<file path="config.mk">
export PLATFORM = sky130hd
export DESIGN_NAME = pulse_scheduler_mc
export DESIGN_NICKNAME = d
export VERILOG_FILES = /design/src/rtl/pulse_scheduler_mc.sv
export SDC_FILE = /design/constraint.sdc
export NUM_CORES = 2
export LEC_CHECK = 0
export CAP_MARGIN = 20
export CELL_PAD_IN_SITES_DETAIL_PLACEMENT = 1
export CELL_PAD_IN_SITES_GLOBAL_PLACEMENT = 2
export CORE_MARGIN = 2
export CORE_UTILIZATION = 25
export DETAILED_ROUTE_END_ITERATION = 8
export GPL_TIMING_DRIVEN = 0
export HOLD_SLACK_MARGIN = 0.05
export MAX_ROUTING_LAYER = met4
export PLACE_DENSITY_LB_ADDON = 0.1
export SLEW_MARGIN = 15
export SYNTH_ARGS = -nofsm -noshare
export SYNTH_HDL_FRONTEND = slang
export SYNTH_SLANG_ARGS = --single-unit
</file>
<file path="constraint.sdc">
create_clock -name clk -period 10.66 [get_ports clk]
set_clock_uncertainty 0.2 [all_clocks]
set_input_delay 2.132 -clock clk [delete_from_list [all_inputs] [get_ports clk]]
set_output_delay 2.132 -clock clk [all_outputs]
set_load 0.1 [all_outputs]
</file>
<file path="src/rtl/pulse_scheduler_mc.sv">
// pulse_scheduler_mc: multi-channel timestamp-driven pulse scheduler (per-channel FIFO, head register, issue FSM).
// Define PULSE_SCHED_LATE_DROP_EN to discard late heads instead of issuing them.
module pulse_scheduler_mc #(
  parameter int NUM_CH     = 4,
  parameter int FIFO_DEPTH = 8,
  parameter int TIME_W     = 32,
  parameter int LEN_W      = 16,
  parameter int PAYLOAD_W  = 64,
  localparam int CH_W      = (NUM_CH > 1) ? $clog2(NUM_CH) : 1
) (
  input  logic                        clk,
  input  logic                        rst_n,
  input  logic                        s_valid,
  output logic                        s_ready,
  input  logic [CH_W-1:0]             s_chan,
  input  logic [TIME_W-1:0]           s_tstart,
  input  logic [LEN_W-1:0]            s_tlen,
  input  logic [PAYLOAD_W-1:0]        s_payload,
  input  logic                        timer_en,
  input  logic                        timer_clear,
  input  logic                        err_clear,
  output logic [TIME_W-1:0]           time_now,
  output logic [NUM_CH-1:0]           m_valid,
  input  logic [NUM_CH-1:0]           m_ready,
  output logic [NUM_CH*PAYLOAD_W-1:0] m_payload,
  output logic [NUM_CH*LEN_W-1:0]     m_tlen,
  output logic [NUM_CH-1:0]           busy,
  output logic [NUM_CH-1:0]           fifo_full,
  output logic [NUM_CH-1:0]           fifo_empty,
  output logic [NUM_CH-1:0]           late_err,
  output logic                        chan_err
);
  localparam int AW = $clog2(FIFO_DEPTH);
  localparam int DW = TIME_W + LEN_W + PAYLOAD_W;
  typedef enum logic [1:0] {IDLE, WAIT, ISSUE, PLAY} state_t;
  logic chan_ok;
  logic [2**CH_W-1:0] full_pad;
  assign chan_ok = {1'b0, s_chan} < (CH_W+1)'(NUM_CH);
  assign full_pad = (2**CH_W)'(fifo_full);
  assign s_ready = !chan_ok || !full_pad[s_chan];
  always_ff @(posedge clk or negedge rst_n)
    if (!rst_n) time_now <= '0;
    else if (timer_clear) time_now <= '0;
    else if (timer_en) time_now <= time_now + TIME_W'(1);
  always_ff @(posedge clk or negedge rst_n)
    if (!rst_n) chan_err <= 1'b0;
    else if (s_valid && !chan_ok) chan_err <= 1'b1;
    else if (err_clear) chan_err <= 1'b0;
  for (genvar c = 0; c < NUM_CH; c++) begin : g_ch
    logic [DW-1:0] mem [FIFO_DEPTH];
    logic [AW-1:0] wp, rp;
    logic [AW:0] cnt, cnt_n;
    logic full_q, empty_q, late_q, head_v;
    logic push, load, hs, drop, free, late_set, due, late;
    logic [TIME_W-1:0] head_ts, diff;
    logic [LEN_W-1:0] head_len, rem;
    logic [PAYLOAD_W-1:0] head_pl;
    state_t st, nxt;
    assign push = s_valid && chan_ok && s_chan == CH_W'(c) && !full_q;
    assign hs = st == ISSUE && m_ready[c];
    // Modular difference keeps early/late classification correct across time base wrap.
    assign diff = time_now - head_ts;
    assign due = diff == '0;
    assign late = !due && !diff[TIME_W-1];
    assign late_set = st == WAIT && late;
`ifdef PULSE_SCHED_LATE_DROP_EN
    assign drop = late_set;
`else
    assign drop = 1'b0;
`endif
    assign free = hs || drop;
    assign load = (!head_v || free) && !empty_q;
    assign cnt_n = cnt + (AW+1)'(push) - (AW+1)'(load);
    always_ff @(posedge clk)
      if (push) mem[wp] <= {s_tstart, s_tlen, s_payload};
    always_ff @(posedge clk or negedge rst_n)
      if (!rst_n) begin
        wp <= '0;
        rp <= '0;
        cnt <= '0;
        full_q <= 1'b0;
        empty_q <= 1'b1;
      end else begin
        wp <= wp + AW'(push);
        rp <= rp + AW'(load);
        cnt <= cnt_n;
        full_q <= cnt_n == (AW+1)'(FIFO_DEPTH);
        empty_q <= cnt_n == '0;
      end
    // Head refills on the same edge it is freed so back-to-back pulses lose no cycle.
    always_ff @(posedge clk or negedge rst_n)
      if (!rst_n) begin
        head_v <= 1'b0;
        head_ts <= '0;
        head_len <= '0;
        head_pl <= '0;
      end else if (load) begin
        head_v <= 1'b1;
        {head_ts, head_len, head_pl} <= mem[rp];
      end else if (free) head_v <= 1'b0;
    always_ff @(posedge clk or negedge rst_n)
      if (!rst_n) begin
        st <= IDLE;
        rem <= '0;
      end else begin
        st <= nxt;
        rem <= hs ? head_len : st == PLAY ? rem - LEN_W'(1) : rem;
      end
    always_comb begin
      nxt = st;
      case (st)
        IDLE:    nxt = head_v ? WAIT : IDLE;
        WAIT:    nxt = due ? ISSUE : !late ? WAIT : drop ? (empty_q ? IDLE : WAIT) : ISSUE;
        ISSUE:   nxt = !m_ready[c] ? ISSUE : head_len != '0 ? PLAY : empty_q ? IDLE : WAIT;
        PLAY:    nxt = rem != LEN_W'(1) ? PLAY : head_v ? WAIT : IDLE;
        default: nxt = IDLE;
      endcase
    end
    always_ff @(posedge clk or negedge rst_n)
      if (!rst_n) late_q <= 1'b0;
      else if (late_set) late_q <= 1'b1;
      else if (err_clear) late_q <= 1'b0;
    assign m_valid[c] = st == ISSUE;
    assign busy[c] = st == PLAY;
    assign m_payload[c*PAYLOAD_W +: PAYLOAD_W] = head_pl;
    assign m_tlen[c*LEN_W +: LEN_W] = head_len;
    assign fifo_full[c] = full_q;
    assign fifo_empty[c] = empty_q;
    assign late_err[c] = late_q;
  end
endmodule
</file>
==> results summary <==
The final weighted congestion in routability-driven placement is a little under 0.8. The maximum net fanout on the critical path came out at 5. The count of max-cap constraint violations is 0. In the final design database the tool counted slightly above 10000 nets. The number of placed I/O pins is 498. TritonCTS built the clock tree. The gate count after technology mapping came out at roughly 8600. The element type at the critical path end is a primary output. The proportion of layout cells with a drive suffix above 1 is between 20 and 25%. The sum of net half-perimeters after detailed placement is around 410 mm.

The total area of sequential cells is 123000 um2. The number of distinct library cell variants in the gate-level netlist after synthesis came out at between 80 and 90. The synthesized flop and latch total is approximately 4200.

The total via count in the routed design is between 80000 and 90000. The power per cell area came out at 256 nW/um2. After floorplanning, the core was sized to cover approximately 650000 um2. The most instantiated flip-flop cell in the synthesis netlist is edfxtp_1. The met1 demand-to-capacity share in global routing is approximately 22%. Buffers inserted during clock tree synthesis total 480. The initial standard-cell utilization of the core came out at between 20% and 30%.

Averaged over all synthesized cells, the footprint is 19.1 um2. In this run, post-CTS repair resized a total of 0 instances. The shortest period the worst path allows came out at between 6000 and 7000 ps. Summing all multi-input logic gate instances after layout gives 39500 um2.

The starting DRC count in detailed routing is 6668. The pin count of the biggest net entering global routing came out at 81. For this block, the routed nets add up to 571 mm of wire.

The worst setup path is of the in2out kind. The type of the worst min-delay path is reg2reg. The launching element type of the critical path is a primary input. The leftover overflow at the end of global routing came out at 0. After clock tree synthesis, the setup repair step added 0 buffers. The total routing resource utilization after global routing came out at between 15 and 20%.

For met2 alone, demand over resource in global routing was roughly 30%. The mapped netlist covers ~160000 um2. The transition at the pin with the smallest max-transition slack is 1170 ps. The met3 usage is under 10%. The max-slew violation total from the final report is 0. The clock transition at the registers of the reported paths came out at 50 ps. The die covers ~660000 um2. The maximum clock frequency is around 150 MHz. Once detail routing completed, the nets flagged for antenna violations numbered 0.

After detailed routing, the number of remaining DRC violations is 0. Summing the sequential cell areas from Yosys gives 74.8% of the chip area. The number of rows in the core area came out at 297. The first global-routing pass estimated between 700 and 800 mm of wire. The post-synthesis net count is 8902. The H-tree depth reported by CTS is 5. The number of hold buffers added after CTS was 0.

The top cell types in the final layout, fill and taps aside, are 3584 x edfxtp_1, 897 x mux4_2, 604 x dfrtp_1. The worst setup timing slack at the placement stage came out at 3040 ps. The most prevalent standard cell on the critical path is clkdlybuf4s50_1. The critical path goes through clkdlybuf4s50_1, mux4_2, inv_1, clkdlybuf4s50_1. The area after detailed placement came out at about 190000 um2.

The source-to-sink clock delay at the later pin of the worst-skew pair is 1050 ps. The slowest stage of the critical path is the clkdlybuf4s50_1 cell. The final-report setup violation count is 0. The data arrival time of the critical path is approximately 4500 ps. The clock drives 4192 sinks. Setup slack on the worst reg-to-reg path comes out at about 5400 ps. Yosys mapped a number of flops with a built-in enable equal to 3584. The leakage component of the power came out at roughly 67 nW. The number of fillers in the final layout is between 60000 and 70000. The first detailed-routing pass took 5 iterations. The setup TNS is 0 ps. The final routed wire length divided by cell count is 29.8 um. The critical path required time came out at ~8300 ps. The commonest non-fill, non-tap cell in the layout is edfxtp_1. The maximum resistive drop on vdd is slightly below 0.2 mV.

In the synthesized netlist the async set-or-reset flop fraction comes to about 15%. The share of the clock period used by the worst path after layout came out at approximately 64%. The run finished with clean final reports. Setup repair after global routing left no endpoint under its margin. The final-layout worst hold slack is between 200 and 300 ps. Port buffering added about 490 buffers. The floorplan die height came out at 815 um. The count of endpoints failing hold in the final timing report was 0.

The layer carrying the most global-route usage is met2. The remaining max-slew budget at the tightest pin is roughly 22%. The initial antenna violation count came out at about 120. The number of global-route vias before repair came out at 95700.

Yosys printed 0 warnings. The largest single stage delay on the critical path is around 1100 ps. The via-per-instance ratio is roughly 4.6. The post-synthesis to final-layout area growth came out at 24.0%. After routing the design area is 204000 um2. The cell at the root of the clock tree is clkbuf_16.

The buffer depth of the longest clock path is 4. The setup slack after layout is slightly below 4000 ps. The die width came out at a little over 800 um.
[synthesized netlist by cell type (37+ instances only)]
library cell     n  area, um2
o211ai_1        43        323
nor4_1          46        288
edfxtp_1      3584     108000
clkbuf_1       291       1090
nor2_1         599       2250
ha_1           165       2060
nand2_1        212        796
o21ai_0        104        521
mux4_2         897      20200
a21oi_1        588       2940
inv_1          209        785
nand3_1         51        255
xnor2_1         57        499
xor2_1          41        359
nor3_1          54        270
mux2i_1        465       4650
nand2b_1        37        231
buf_1           93        349
dfrtp_1        604      15100
a21o_1          37        278
[final cells by class]
class	instances	area share, %
inverter	209	0.385
clock inverter	233	1.16
timing repair buffer	900	6.02
antenna	51	0.0626
multi-input combinational	3802	19.4
clock buffer	677	6.57
sequential	4192	60.3
buffer	406	0.815
tap	8671	5.32
[worst max-delay path, delay by kind of cell]
| kind | cells | cell delay [ps] |
|---|---|---|
| buffers and inverters | 3 | 1810 |
| multiplexers | 1 | 530 |
[worst paths after layout]
| path | startpoint | end | cells past startpoint |
|---|---|---|---|
| min in group asynchronous | rst_n | g_ch[0].late_q | 1 |
| worst max-delay path | s_chan[1] | s_ready | 4 |
| worst min-delay path | g_ch[1].empty_q | g_ch[1].head_v | 1 |
| worst max register to register | g_ch[1].st[1] | g_ch[1].empty_q | 15 |
| worst min register to register | g_ch[1].empty_q | g_ch[1].head_v | 1 |
| max in group asynchronous | rst_n | g_ch[1].head_pl[46] | 5 |
[state kept, by name, summed over array words and instances, names as in the netlist, 12 cells and up]
signal         flops
time_now          32
g_ch.rp           12
g_ch.mem        3584
g_ch.head_pl     256
g_ch.wp           12
g_ch.cnt          16
g_ch.head_len     64
g_ch.head_ts     128
g_ch.rem          64
[report_power, final]
group,switching [W],internal (W)
registers,0.00119,0.0191
logic,0.0101,0.00527
clock network,0.00697,0.00957
total,0.0183,0.0340
[metrics by stage]
step | power [W] | instances | util [%]
5_1_grt | 0.0546 | 19100 | 31.1
4_1_cts | 0.0533 | 19000 | 31.1
3_5_place_dp | 0.0365 | 18100 | 28.6
3_3_place_gp | 0.0361 | 17800 | 27.5
2_1_floorplan | 0.0299 | 8609 | -
6_report | 0.0523 | 19100 | 31.1
[kinds of logic (layout without fill, tap and decap cells)]
kind of cell	after synthesis	after routing	share of synthesized area (%)
other cells	1	52	0.00228
xor+xnor	98	98	0.522
flops	4192	4192	74.8
fa+ha+maj	169	169	1.31
simple gates	1178	1178	3.23
mux	1364	1364	15.1
buf+inv	615	2425	1.44
compound gates	992	992	3.59
[routing by layer]
metal	routed length [um]	part of all wire [%]
met5	0	0
met4	12100	2.1
met3	24200	4.2
met2	289000	51
met1	246000	43
(Power assumes the default switching activity.)
